--- src/rtl/usb_ahb_lite_master_if.sv ---
// usb_ahb_lite_master_if: command/response and AHB-Lite bundle for usb_ahb_lite_master.
//   cmd_*  : command handshake (valid/ready) carrying write, addr, size, wdata
//   rsp_*  : one-cycle response pulse with right-justified read data and error flag
//   h*     : AHB-Lite master signals toward the endpoint slave port
// Modports: master (the bridge), slave (the command source plus the AHB slave side).
interface usb_ahb_lite_master_if #(parameter int ADDR_W = 4) ();
    logic              cmd_valid;
    logic              cmd_ready;
    logic              cmd_write;
    logic [ADDR_W-1:0] cmd_addr;
    logic [1:0]        cmd_size;
    logic [31:0]       cmd_wdata;
    logic              rsp_valid;
    logic [31:0]       rsp_rdata;
    logic              rsp_error;
    logic              hsel;
    logic [ADDR_W-1:0] haddr;
    logic [1:0]        htrans;
    logic [1:0]        hsize;
    logic              hwrite;
    logic [31:0]       hwdata;
    logic [31:0]       hrdata;
    logic              hresp;
    logic              hready;

    modport master (
        input  cmd_valid, cmd_write, cmd_addr, cmd_size, cmd_wdata, hrdata, hresp, hready,
        output cmd_ready, rsp_valid, rsp_rdata, rsp_error,
        output hsel, haddr, htrans, hsize, hwrite, hwdata
    );

    modport slave (
        output cmd_valid, cmd_write, cmd_addr, cmd_size, cmd_wdata, hrdata, hresp, hready,
        input  cmd_ready, rsp_valid, rsp_rdata, rsp_error,
        input  hsel, haddr, htrans, hsize, hwrite, hwdata
    );
endinterface

--- src/rtl/usb_ahb_lite_master.sv ---
// usb_ahb_lite_master: single-transfer AHB-Lite master for the USB endpoint register port.
//   clk   : system clock, all state on rising edge
//   n_rst : asynchronous active-low reset
//   bus   : usb_ahb_lite_master_if.master (command, response and AHB-Lite signals)
// Commands pass through an address-phase (AP) and a data-phase (DP) register stage;
// a response pulse follows each data-phase completion, in command order.
module usb_ahb_lite_master #(parameter int ADDR_W = 4) (
    input logic                  clk,
    input logic                  n_rst,
    usb_ahb_lite_master_if.master bus
);
    logic              ap_valid, ap_bad, ap_write;
    logic [ADDR_W-1:0] ap_addr;
    logic [1:0]        ap_size;
    logic [31:0]       ap_data;
    logic              dp_valid, dp_bad, dp_write;
    logic [ADDR_W-1:0] dp_addr;
    logic [1:0]        dp_size;
    logic [31:0]       dp_data;
    logic              rsp_valid, rsp_error;
    logic [31:0]       rsp_rdata;
    logic              ready, accept, done, cmd_bad, sel;
    logic [31:0]       lanes, rd_ext;

    assign ready   = !ap_valid || bus.hready;
    assign accept  = bus.cmd_valid && ready;
    assign done    = dp_valid && bus.hready;
    assign sel     = ap_valid && !ap_bad;

    always_comb begin
        cmd_bad = bus.cmd_size == 2'd3 ||
                  (bus.cmd_size == 2'd1 && bus.cmd_addr[0]) ||
                  (bus.cmd_size == 2'd2 && bus.cmd_addr[1:0] != 2'b00);
        lanes   = bus.cmd_size == 2'd0 ? {4{bus.cmd_wdata[7:0]}} :
                  bus.cmd_size == 2'd1 ? {2{bus.cmd_wdata[15:0]}} : bus.cmd_wdata;
        rd_ext  = dp_size == 2'd0 ? {24'd0, bus.hrdata[{dp_addr[1:0], 3'b000} +: 8]} :
                  dp_size == 2'd1 ? {16'd0, bus.hrdata[{dp_addr[1], 4'b0000} +: 16]} : bus.hrdata;
    end

    assign bus.cmd_ready = ready;
    assign bus.hsel      = sel;
    assign bus.htrans    = sel ? 2'b10 : 2'b00;
    assign bus.haddr     = ap_addr;
    assign bus.hsize     = ap_size;
    assign bus.hwrite    = ap_write;
    assign bus.hwdata    = dp_data;
    assign bus.rsp_valid = rsp_valid;
    assign bus.rsp_error = rsp_error;
    assign bus.rsp_rdata = rsp_rdata;

    always_ff @(posedge clk or negedge n_rst) begin
        if (!n_rst) begin
            ap_valid  <= 1'b0;
            ap_bad    <= 1'b0;
            ap_write  <= 1'b0;
            ap_addr   <= '0;
            ap_size   <= 2'd0;
            ap_data   <= 32'd0;
            dp_valid  <= 1'b0;
            dp_bad    <= 1'b0;
            dp_write  <= 1'b0;
            dp_addr   <= '0;
            dp_size   <= 2'd0;
            dp_data   <= 32'd0;
            rsp_valid <= 1'b0;
            rsp_error <= 1'b0;
            rsp_rdata <= 32'd0;
        end else begin
            if (bus.hready) begin
                dp_valid <= ap_valid;
                dp_bad   <= ap_bad;
                dp_write <= ap_write;
                dp_addr  <= ap_addr;
                dp_size  <= ap_size;
                dp_data  <= ap_data;
            end
            // An empty AP may load even during a wait; the loaded transfer is then
            // simply held on the bus until hready releases it into the data phase.
            if (accept) begin
                ap_valid <= 1'b1;
                ap_bad   <= cmd_bad;
                ap_write <= bus.cmd_write;
                ap_addr  <= bus.cmd_addr;
                ap_size  <= bus.cmd_size;
                ap_data  <= lanes;
            end else if (bus.hready) begin
                ap_valid <= 1'b0;
            end
            rsp_valid <= done;
            rsp_error <= done && (bus.hresp || dp_bad);
            rsp_rdata <= (done && !bus.hresp && !dp_bad && !dp_write) ? rd_ext : 32'd0;
        end
    end
endmodule

--- src/flat_wrapper.sv ---
// flat-port wrapper written by rule: the top's interface ports become plain ports
module usb_ahb_lite_master_flat 
#(parameter int ADDR_W = 4)
  (clk, n_rst, bus_cmd_valid, bus_cmd_write, bus_cmd_addr, bus_cmd_size, bus_cmd_wdata, bus_hrdata, bus_hresp, bus_hready, bus_cmd_ready, bus_rsp_valid, bus_rsp_rdata, bus_rsp_error, bus_hsel, bus_haddr, bus_htrans, bus_hsize, bus_hwrite, bus_hwdata);
  usb_ahb_lite_master_if #(.ADDR_W(ADDR_W)) bus_i ();
  input logic clk;
  input logic n_rst;
  input wire logic [$bits(bus_i.cmd_valid)-1:0] bus_cmd_valid;
  input wire logic [$bits(bus_i.cmd_write)-1:0] bus_cmd_write;
  input wire logic [$bits(bus_i.cmd_addr)-1:0] bus_cmd_addr;
  input wire logic [$bits(bus_i.cmd_size)-1:0] bus_cmd_size;
  input wire logic [$bits(bus_i.cmd_wdata)-1:0] bus_cmd_wdata;
  input wire logic [$bits(bus_i.hrdata)-1:0] bus_hrdata;
  input wire logic [$bits(bus_i.hresp)-1:0] bus_hresp;
  input wire logic [$bits(bus_i.hready)-1:0] bus_hready;
  output wire logic [$bits(bus_i.cmd_ready)-1:0] bus_cmd_ready;
  output wire logic [$bits(bus_i.rsp_valid)-1:0] bus_rsp_valid;
  output wire logic [$bits(bus_i.rsp_rdata)-1:0] bus_rsp_rdata;
  output wire logic [$bits(bus_i.rsp_error)-1:0] bus_rsp_error;
  output wire logic [$bits(bus_i.hsel)-1:0] bus_hsel;
  output wire logic [$bits(bus_i.haddr)-1:0] bus_haddr;
  output wire logic [$bits(bus_i.htrans)-1:0] bus_htrans;
  output wire logic [$bits(bus_i.hsize)-1:0] bus_hsize;
  output wire logic [$bits(bus_i.hwrite)-1:0] bus_hwrite;
  output wire logic [$bits(bus_i.hwdata)-1:0] bus_hwdata;
  assign bus_i.cmd_valid = bus_cmd_valid;
  assign bus_i.cmd_write = bus_cmd_write;
  assign bus_i.cmd_addr = bus_cmd_addr;
  assign bus_i.cmd_size = bus_cmd_size;
  assign bus_i.cmd_wdata = bus_cmd_wdata;
  assign bus_i.hrdata = bus_hrdata;
  assign bus_i.hresp = bus_hresp;
  assign bus_i.hready = bus_hready;
  assign bus_cmd_ready = bus_i.cmd_ready;
  assign bus_rsp_valid = bus_i.rsp_valid;
  assign bus_rsp_rdata = bus_i.rsp_rdata;
  assign bus_rsp_error = bus_i.rsp_error;
  assign bus_hsel = bus_i.hsel;
  assign bus_haddr = bus_i.haddr;
  assign bus_htrans = bus_i.htrans;
  assign bus_hsize = bus_i.hsize;
  assign bus_hwrite = bus_i.hwrite;
  assign bus_hwdata = bus_i.hwdata;
  usb_ahb_lite_master #(.ADDR_W(ADDR_W)) u_core (.clk(clk), .n_rst(n_rst), .bus(bus_i));
endmodule
--- config.mk ---
export PLATFORM = sky130hd
export DESIGN_NAME = usb_ahb_lite_master_flat
export DESIGN_NICKNAME = d
export VERILOG_FILES = /design/src/rtl/usb_ahb_lite_master_if.sv /design/src/rtl/usb_ahb_lite_master.sv /design/src/flat_wrapper.sv
export SDC_FILE = /design/constraint.sdc
export NUM_CORES = 1
export LEC_CHECK = 0
export CAP_MARGIN = 20
export CELL_PAD_IN_SITES_DETAIL_PLACEMENT = 2
export CELL_PAD_IN_SITES_GLOBAL_PLACEMENT = 2
export CORE_MARGIN = 2
export CORE_UTILIZATION = 30
export DETAILED_ROUTE_END_ITERATION = 10
export GPL_TIMING_DRIVEN = 0
export PLACE_DENSITY_LB_ADDON = 0.1
export SYNTH_ARGS = -nofsm -noshare
export SYNTH_HDL_FRONTEND = slang
export SYNTH_SLANG_ARGS = --single-unit
--- constraint.sdc ---
create_clock -name clk -period 1.9 [get_ports clk]
set_clock_uncertainty 0.1 [all_clocks]
set_input_delay 0.38 -clock clk [delete_from_list [all_inputs] [get_ports clk]]
set_output_delay 0.38 -clock clk [all_outputs]
set_load 0.03 [all_outputs]
; After elaboration in Yosys (flattened, before gate mapping)
; Cells that the tools add are included.
[op_classes]
n_eq_ne = 4
shift = 2
mux = 8
reduce_logical = 22
[op_table]
columns = cell, count
row1 = $mux 32, 5
row2 = $shiftx 32x6->16, 1
row3 = $shiftx 32x6->8, 1
row4 = $logic_and 1x1->1, 9
row5 = $logic_not 1->1, 5
row6 = $eq 2x1->1 const B, 2
row7 = $eq 2x2->1 const B, 2
row8 = $logic_not 2->1, 2
row9 = $logic_or 1x1->1, 4
row10 = $reduce_bool 2->1, 2
row11 = $mux 1, 2
row12 = $mux 2, 1
[word_totals]
reg_bits = 114
input_bits = 76
out_inout_bits = 77
wordCells = 51

; Depth between registers and ports, before layout
[depth]
depth_word = 5
ltp_mapped = 6
mapped_depth_nobuf = 3

; Least setup slack after synthesis
; OpenSTA, ideal clock, no wires.
[synth_timing]
path_type = reg2out
startpoint = reg u_core.ap_bad
endpoint = out bus_htrans[1]
arrival_time_ns = 1.112
t_required_ns = 1.420
slack_ns = 0.308
stages_incl_launch_ff = 3
path_buffers = 1
path_cell_list = dfrtp_1 > nor2b_1 > buf_4
[synth_via]
elab_chain_cells = 3
[synth_lines]
columns = element, line
row1 = "start, declared", usb_ahb_lite_master.sv:12  ; logic ap_valid, ap_bad, ap_write;
row2 = "start signal, assigned", usb_ahb_lite_master.sv:81  ; ap_bad <= cmd_bad;
row3 = $logic_not 1->1, usb_ahb_lite_master.sv:28  ; assign sel = ap_valid && !ap_bad;
row4 = $logic_and 1x1->1, usb_ahb_lite_master.sv:28
row5 = net bus_hsel, flat_wrapper.sv:20  ; output wire logic [$bits(bus_i.hsel)-1:0] bus_hsel;
row6 = $mux 2, usb_ahb_lite_master.sv:42  ; assign bus.htrans = sel ? 2'b10 : 2'b00;
row7 = "end, declared", flat_wrapper.sv:22  ; output wire logic [$bits(bus_i.htrans)-1:0] bus_htrans;
; The timed path passes the listed nets, and every way through them passes these cells.

; Final worst setup path
[layout_timing]
startpoint = reg u_core.ap_valid
endpoint = out bus_cmd_ready
[layout_via]
elab_chain_cells = 2
[layout_lines]
columns = element, line
row1 = "start, declared", usb_ahb_lite_master.sv:12
row2 = "start signal, assigned", usb_ahb_lite_master.sv:53  ; ap_valid <= 1'b0;
row3 = "start signal, assigned", usb_ahb_lite_master.sv:80  ; ap_valid <= 1'b1;
row4 = "start signal, assigned", usb_ahb_lite_master.sv:87  ; ap_valid <= 1'b0;
row5 = $logic_not 1->1, usb_ahb_lite_master.sv:25  ; assign ready = !ap_valid || bus.hready;
row6 = $logic_or 1x1->1, usb_ahb_lite_master.sv:25
row7 = "end, declared", flat_wrapper.sv:16  ; output wire logic [$bits(bus_i.cmd_ready)-1:0] bus_cmd_ready;
; No other way between the ends.

==> flow_summary.ini <==
[synthesis]
yosys-top-cells-count = 114 x dfrtp_1, 55 x mux2_2, 40 x a21oi_1
ys_async_sr_fraction_pct = 100
synth_most_common_cell = dfrtp_1
synth_top_area_share_pct = 57.4
synth_warnings = 0
synth_ff_type = dfrtp_1
synth_cells = 387
synth-edff-count = 0
syn_nets = 463
synth_top_area_cell = dfrtp_1
postSynthAreaPerCell_um2 = 12.8
syn_area_mm2 = 0.00497
synth-seq-cells = 114
ys_top_cells_by_area = dfrtp_1 57%, mux2_2 12%, mux2_1 5.2%
yosysSeqAreaShare_pct = 57.4
synth.distinct_cells = 31

[layout]
finalNonFillerCells = 796
drive_above_1_share_pct = 23.3
area_growth_pct = 49.6
fin_area_mm2 = 0.00743
nNetsFinal = 639
fillers = 1679
regArea_mm2 = 0.00285
antenna_cells = 0
final_core_util_pct = 45.3
multi_input_area_mm2 = 0.00192

[power]
power.density_mw_per_mm2 = 1110
ir_drop_v = 0.000629
power.leakage_nw = 3.41

[global_route]
first_global_vias = 4498
grt_max_degree = 91
track_usage_pct = 19.7
grt_pass1_wl_um = 25900
grt_overflow = 0
antenna_found_initial = 0

[detailed_routing]
first_pass_iters = 3
wirelength_um = 16400
drc_errors = 0
vias_per_cell = 4.80
drt-wirelength-per-cell_um = 20.6
dr_total_vias = 3819
antenna_left = 0
drt-initial-drc-count = 131

[sta]
min_period_over_period_pct = 95.8
tightest_slew_ns = 0.541
tns_ns = 0
clock.fmax_mhz = 550
relSlewSlack_pct = 64.0
hold-worst-slack_ns = 0.254
hold_viol = 0
rsz0062_at_grt = no
finalCriticalPeriod_ns = 1.82
setup_viol = 0
final_max_slew_viol_count = 0

[die]
start_util_pct = 30.3
core_mm2 = 0.0164
chipWidth_um = 133
dieArea_mm2 = 0.0176
num_rows = 47
ios = 153
die_y_um = 133

[hold_path]
min_path_type = input pin to flop

[placed_design]
place_area_mm2 = 0.00676
port_buffers = 149
dp_cells = 757
hpwl_um = 11700
gp_congestion = 0.758

[clocking]
clock_path_buffers = 2
root_buffer = clkbuf_16
numCtsBuffers = 17
cts_tree = built
clock_sinks = 114
htree_levels = 4
clk_latency_ns = 0.42
path_clk_slew_ns = 0.05

[worst_setup_path]
critical-path-max-stage-delay_ns = 0.39
worst_path_max_delay_cell = dfrtp_1
cp.arrival_ns = 1.34
cp_top_family = buffers and inverters
crit_fanout = 7
cp_common_cell = buf_6
crit_path_end_kind = output port
cp-start-kind = flop
crit_buf_inv = 3
cp.required_ns = 1.42
path_class = flop to output port
r2r_slack_ns = 0.13
critical_path.cell_chain = nand2b_1 -> buf_6 -> clkbuf_16 -> buf_6

[run]
cap_violations = 0

[status]
outcome = completed
-- worst reg2reg max path, stage by stage (launching register included) --
cell and delay, ns:
dfrtp_1 0.36, nand2b_1 0.10, buf_6 0.15, buf_4 0.14, buf_4 0.12, nand2_1 0.11
buf_4 0.22, mux2_1 0.36
-- sequential cells by signal (all words and copies together) (netlist names) --
register              cells
u_core.bus.hwrite         1
u_core.ap_data           32
u_core.ap_valid           1
u_core.bus.hwdata        32
u_core.dp_bad             1
u_core.bus.rsp_rdata     32
u_core.dp_valid           1
u_core.bus.rsp_error      1
u_core.ap_bad             1
u_core.dp_addr            2
u_core.bus.haddr          4
u_core.bus.rsp_valid      1
u_core.dp_size            2
u_core.bus.hsize          2
u_core.dp_write           1
-- metal layers --
| metal | GRT usage [%] | vias to the layer above | share of wire [%] |
|---|---|---|---|
| met3 | 6.21 | 31 | 6.1 |
| met5 | 0 | - | 0 |
| met1 | 21.6 | 1928 | 39 |
| met4 | 9.14 | 0 | 3.0 |
| met2 | 34.6 | 134 | 52 |
| li1 | - | 1726 | - |
-- timing repair --
| action | CTS | global route |
|---|---|---|
| buffers inserted | 0 | 7 |
| gates resized for setup | 93 | 7 |
| setup endpoints to repair | 78 | 10 |
| pin swaps | 0 | 0 |
| hold endpoints to repair | 24 | 0 |
| hold buffers | 1 | 0 |
-- power breakdown --
group / total, mW / internal, mW / switching (mW)
Combinational: 1.77 / 0.746 / 1.02
Sequential: 2.93 / 2.75 / 0.180
Clock: 3.58 / 2.39 / 1.18
-- logic make-up after synthesis --
group | Yosys count | synth area share, %
flip-flops | 114 | 57.4
multiplexers | 103 | 22.7
AO/OA/AOI/OAI | 75 | 9.57
AND/OR/NAND/NOR | 57 | 6.22
buffers and inverters | 37 | 3.98
other | 1 | 0.0755
-- cells in the final DEF, fill, tap and decap left out, types with 10 or more instances in the layout --
cell type and n:
dfrtp_1 114, clkdlybuf4s50_1 71, dlygate4sd2_1 71, mux2_2 55
a21oi_1 40, mux2i_1 25, mux2_1 23, and2_1 18
clkbuf_16 18, o21ai_0 15, buf_4 12, buf_2 11
nand2_1 10
-- layout make-up --
type	instances	share of cell area, %
clock inverters	13	2.78
flip-flops and latches	114	38.4
clock buffers	19	6.09
plain buffers	27	2.56
multi-input cells	236	25.9
repair buffers	158	20.2
inverters	9	0.455
well taps	220	3.70
-- stage by stage --
stage	power, mW	setup slack (ns)
CTS	8.38	0.000841
floorplan	3.97	0.308
detailed placement	4.87	-1.12
global placement	4.80	-4.22
global route	8.65	0.00719
finish	8.28	0.0804
-- worst paths after layout --
kind | start | end | depth (start not counted)
min in group asynchronous | n_rst | u_core.bus.rsp_rdata[18]$_DFF_PN0_ | 2
worst max-delay path | u_core.ap_valid$_DFFE_PN0P_ | bus_cmd_ready | 4
worst max register to register | u_core.ap_valid$_DFFE_PN0P_ | u_core.bus.haddr[1]$_DFFE_PN0P_ | 7
max in group asynchronous | n_rst | u_core.bus.hwdata[5]$_DFFE_PN0P_ | 3
worst min-delay path | bus_cmd_valid | u_core.ap_valid$_DFFE_PN0P_ | 2
worst min register to register | u_core.bus.haddr[2]$_DFFE_PN0P_ | u_core.bus.haddr[2]$_DFFE_PN0P_ | 1
Note: power is estimated with default switching activity, not from simulation.
==> RTL change, RTL diff (config.mk and constraints unchanged) <==
`ADDR_W` is set to 4 in 3 places; all go to 3.
--- a/src/rtl/usb_ahb_lite_master_if.sv
+++ b/src/rtl/usb_ahb_lite_master_if.sv
@@ -5,3 +5,3 @@
 // Modports: master (the bridge), slave (the command source plus the AHB slave side).
-interface usb_ahb_lite_master_if #(parameter int ADDR_W = 4) ();
+interface usb_ahb_lite_master_if #(parameter int ADDR_W = 3) ();
     logic              cmd_valid;
--- a/src/rtl/usb_ahb_lite_master.sv
+++ b/src/rtl/usb_ahb_lite_master.sv
@@ -6,3 +6,3 @@
 // a response pulse follows each data-phase completion, in command order.
-module usb_ahb_lite_master #(parameter int ADDR_W = 4) (
+module usb_ahb_lite_master #(parameter int ADDR_W = 3) (
     input logic                  clk,
--- a/src/flat_wrapper.sv
+++ b/src/flat_wrapper.sv
@@ -2,3 +2,3 @@
 module usb_ahb_lite_master_flat 
-#(parameter int ADDR_W = 4)
+#(parameter int ADDR_W = 3)
   (clk, n_rst, bus_cmd_valid, bus_cmd_write, bus_cmd_addr, bus_cmd_size, bus_cmd_wdata, bus_hrdata, bus_hresp, bus_hready, bus_cmd_ready, bus_rsp_valid, bus_rsp_rdata, bus_rsp_error, bus_hsel, bus_haddr, bus_htrans, bus_hsize, bus_hwrite, bus_hwdata);
Interface: changed (resized bus_cmd_addr and bus_haddr); port bits go from 153 to 151. The function was not compared with the original's and may differ.
==> RTL change against the unedited design <==
Area after synthesis shrank 0.60%; global-route usage grew 0.41 points; synthesized cell count shrank 0.52%; core utilization grew 0.53 points; cell count shrank 1.5%; sequential cell count shrank 1; power shrank 2.4%; cell area shrank 1.3%; first-iteration DRC count grew 14%; count of clock-buffer cells in the layout grew 3; routed wire length grew 1.2%; clock power shrank 5%; setup slack lost 0.043 ns; critical path type is now in2reg; critical endpoint is now u_core.ap_data[25]; largest cell class unchanged; highest routed layer unchanged.
==> RTL change: results (changes against the unedited design) <==
stage,metric,value,unit,change
final_layout,nonClkBufAreaFrac,0.226,,-0.00116
power_and_ir_drop,ir_drop,607,µV,-3.5%
drt,firstDrtPassIters,4,,+1
final_layout,clockNetworkAreaShare,0.0860,,-0.00271
final_layout,ff_latch_area,0.00283,mm²,-0.88%
grt,grt_pass1_vias,4399,,-2.2%
power_and_ir_drop,p_leak,3.48,nW,+2.1%
worst_setup_path,crit_path_start,bus_cmd_size[0],,
grt,met3_usage,0.0607,,-0.00132
worst_setup_path,crit_fanout,10,,+3
sta,hold_ws,0.253,ns,-0.000704 ns
cts,cts-resized-gates,78,,-16%
synth,synth.area.top_cells,"dfrtp_1, mux2_2, mux2_1",,
run_status,status,completed,,
grt,grt_pass1_wl,26.5,mm,+2.5%
worst_setup_path,endpoint,u_core.ap_data[25],,
grt,track_usage,0.201,,+0.00412
final_layout,layout.nets,630,,-1.4%
power_and_ir_drop,combPwrFrac,0.217,,+0.003
drt,met1Wirelength,7.31,mm,+13%
place,pre_cts_ws,-0.888,ns,+0.234 ns
worst_setup_path,reg2reg_to,u_core.bus.rsp_rdata[2],,
place,port_buffers,147,,-1.3%
sta,clock.fmax,537,MHz,-2.3%
synth,synth_nets,460,,-0.65%
final_layout,drive_gt1_frac,0.225,,-0.00729
drt,wl_met2,8.27,mm,-2.0%
drt,wl_met3,836,µm,-16%
drt,wirelength,16.6,mm,+1.2%
worst_setup_path,ff2ff_path_depth,3,,-4
## RTL change: cell types whose count changed after synthesis
cell and delta:
mux2_2 -1, buf_6 +1, clkbuf_1 -2, dfrtp_1 -1
buf_2 +2, buf_4 -1
## RTL change: worst max-delay path, stage by stage
cell and delay (ns):
clkdlybuf4s50_1 0.55, clkbuf_4 0.28, mux2i_1 0.38, o21ai_0 0.16, mux2_1 0.31
## RTL change: cell families after synthesis
| group | count (synthesis) | share of synthesized area |
|---|---|---|
| compound gates | 75 | 0.0963 |
| buf+inv | 37 | 0.0413 |
| flops | 113 | 0.573 |
| mux | 102 | 0.226 |
| other cells | 1 | 0.000760 |
| simple gates | 57 | 0.0626 |
## RTL change: through the flow
step	cell area [µm²]	utilization	TNS, ns	cells	total power [mW]
finish	7330	0.458	0	784	8.08
global route	7330	0.458	0	784	8.45
global placement	6680	0.417	-497.69	748	4.77
CTS	7290	0.456	0	782	8.18
floorplan	4940	-	0	385	3.94
detailed placement	6710	0.419	-21.78	749	4.83
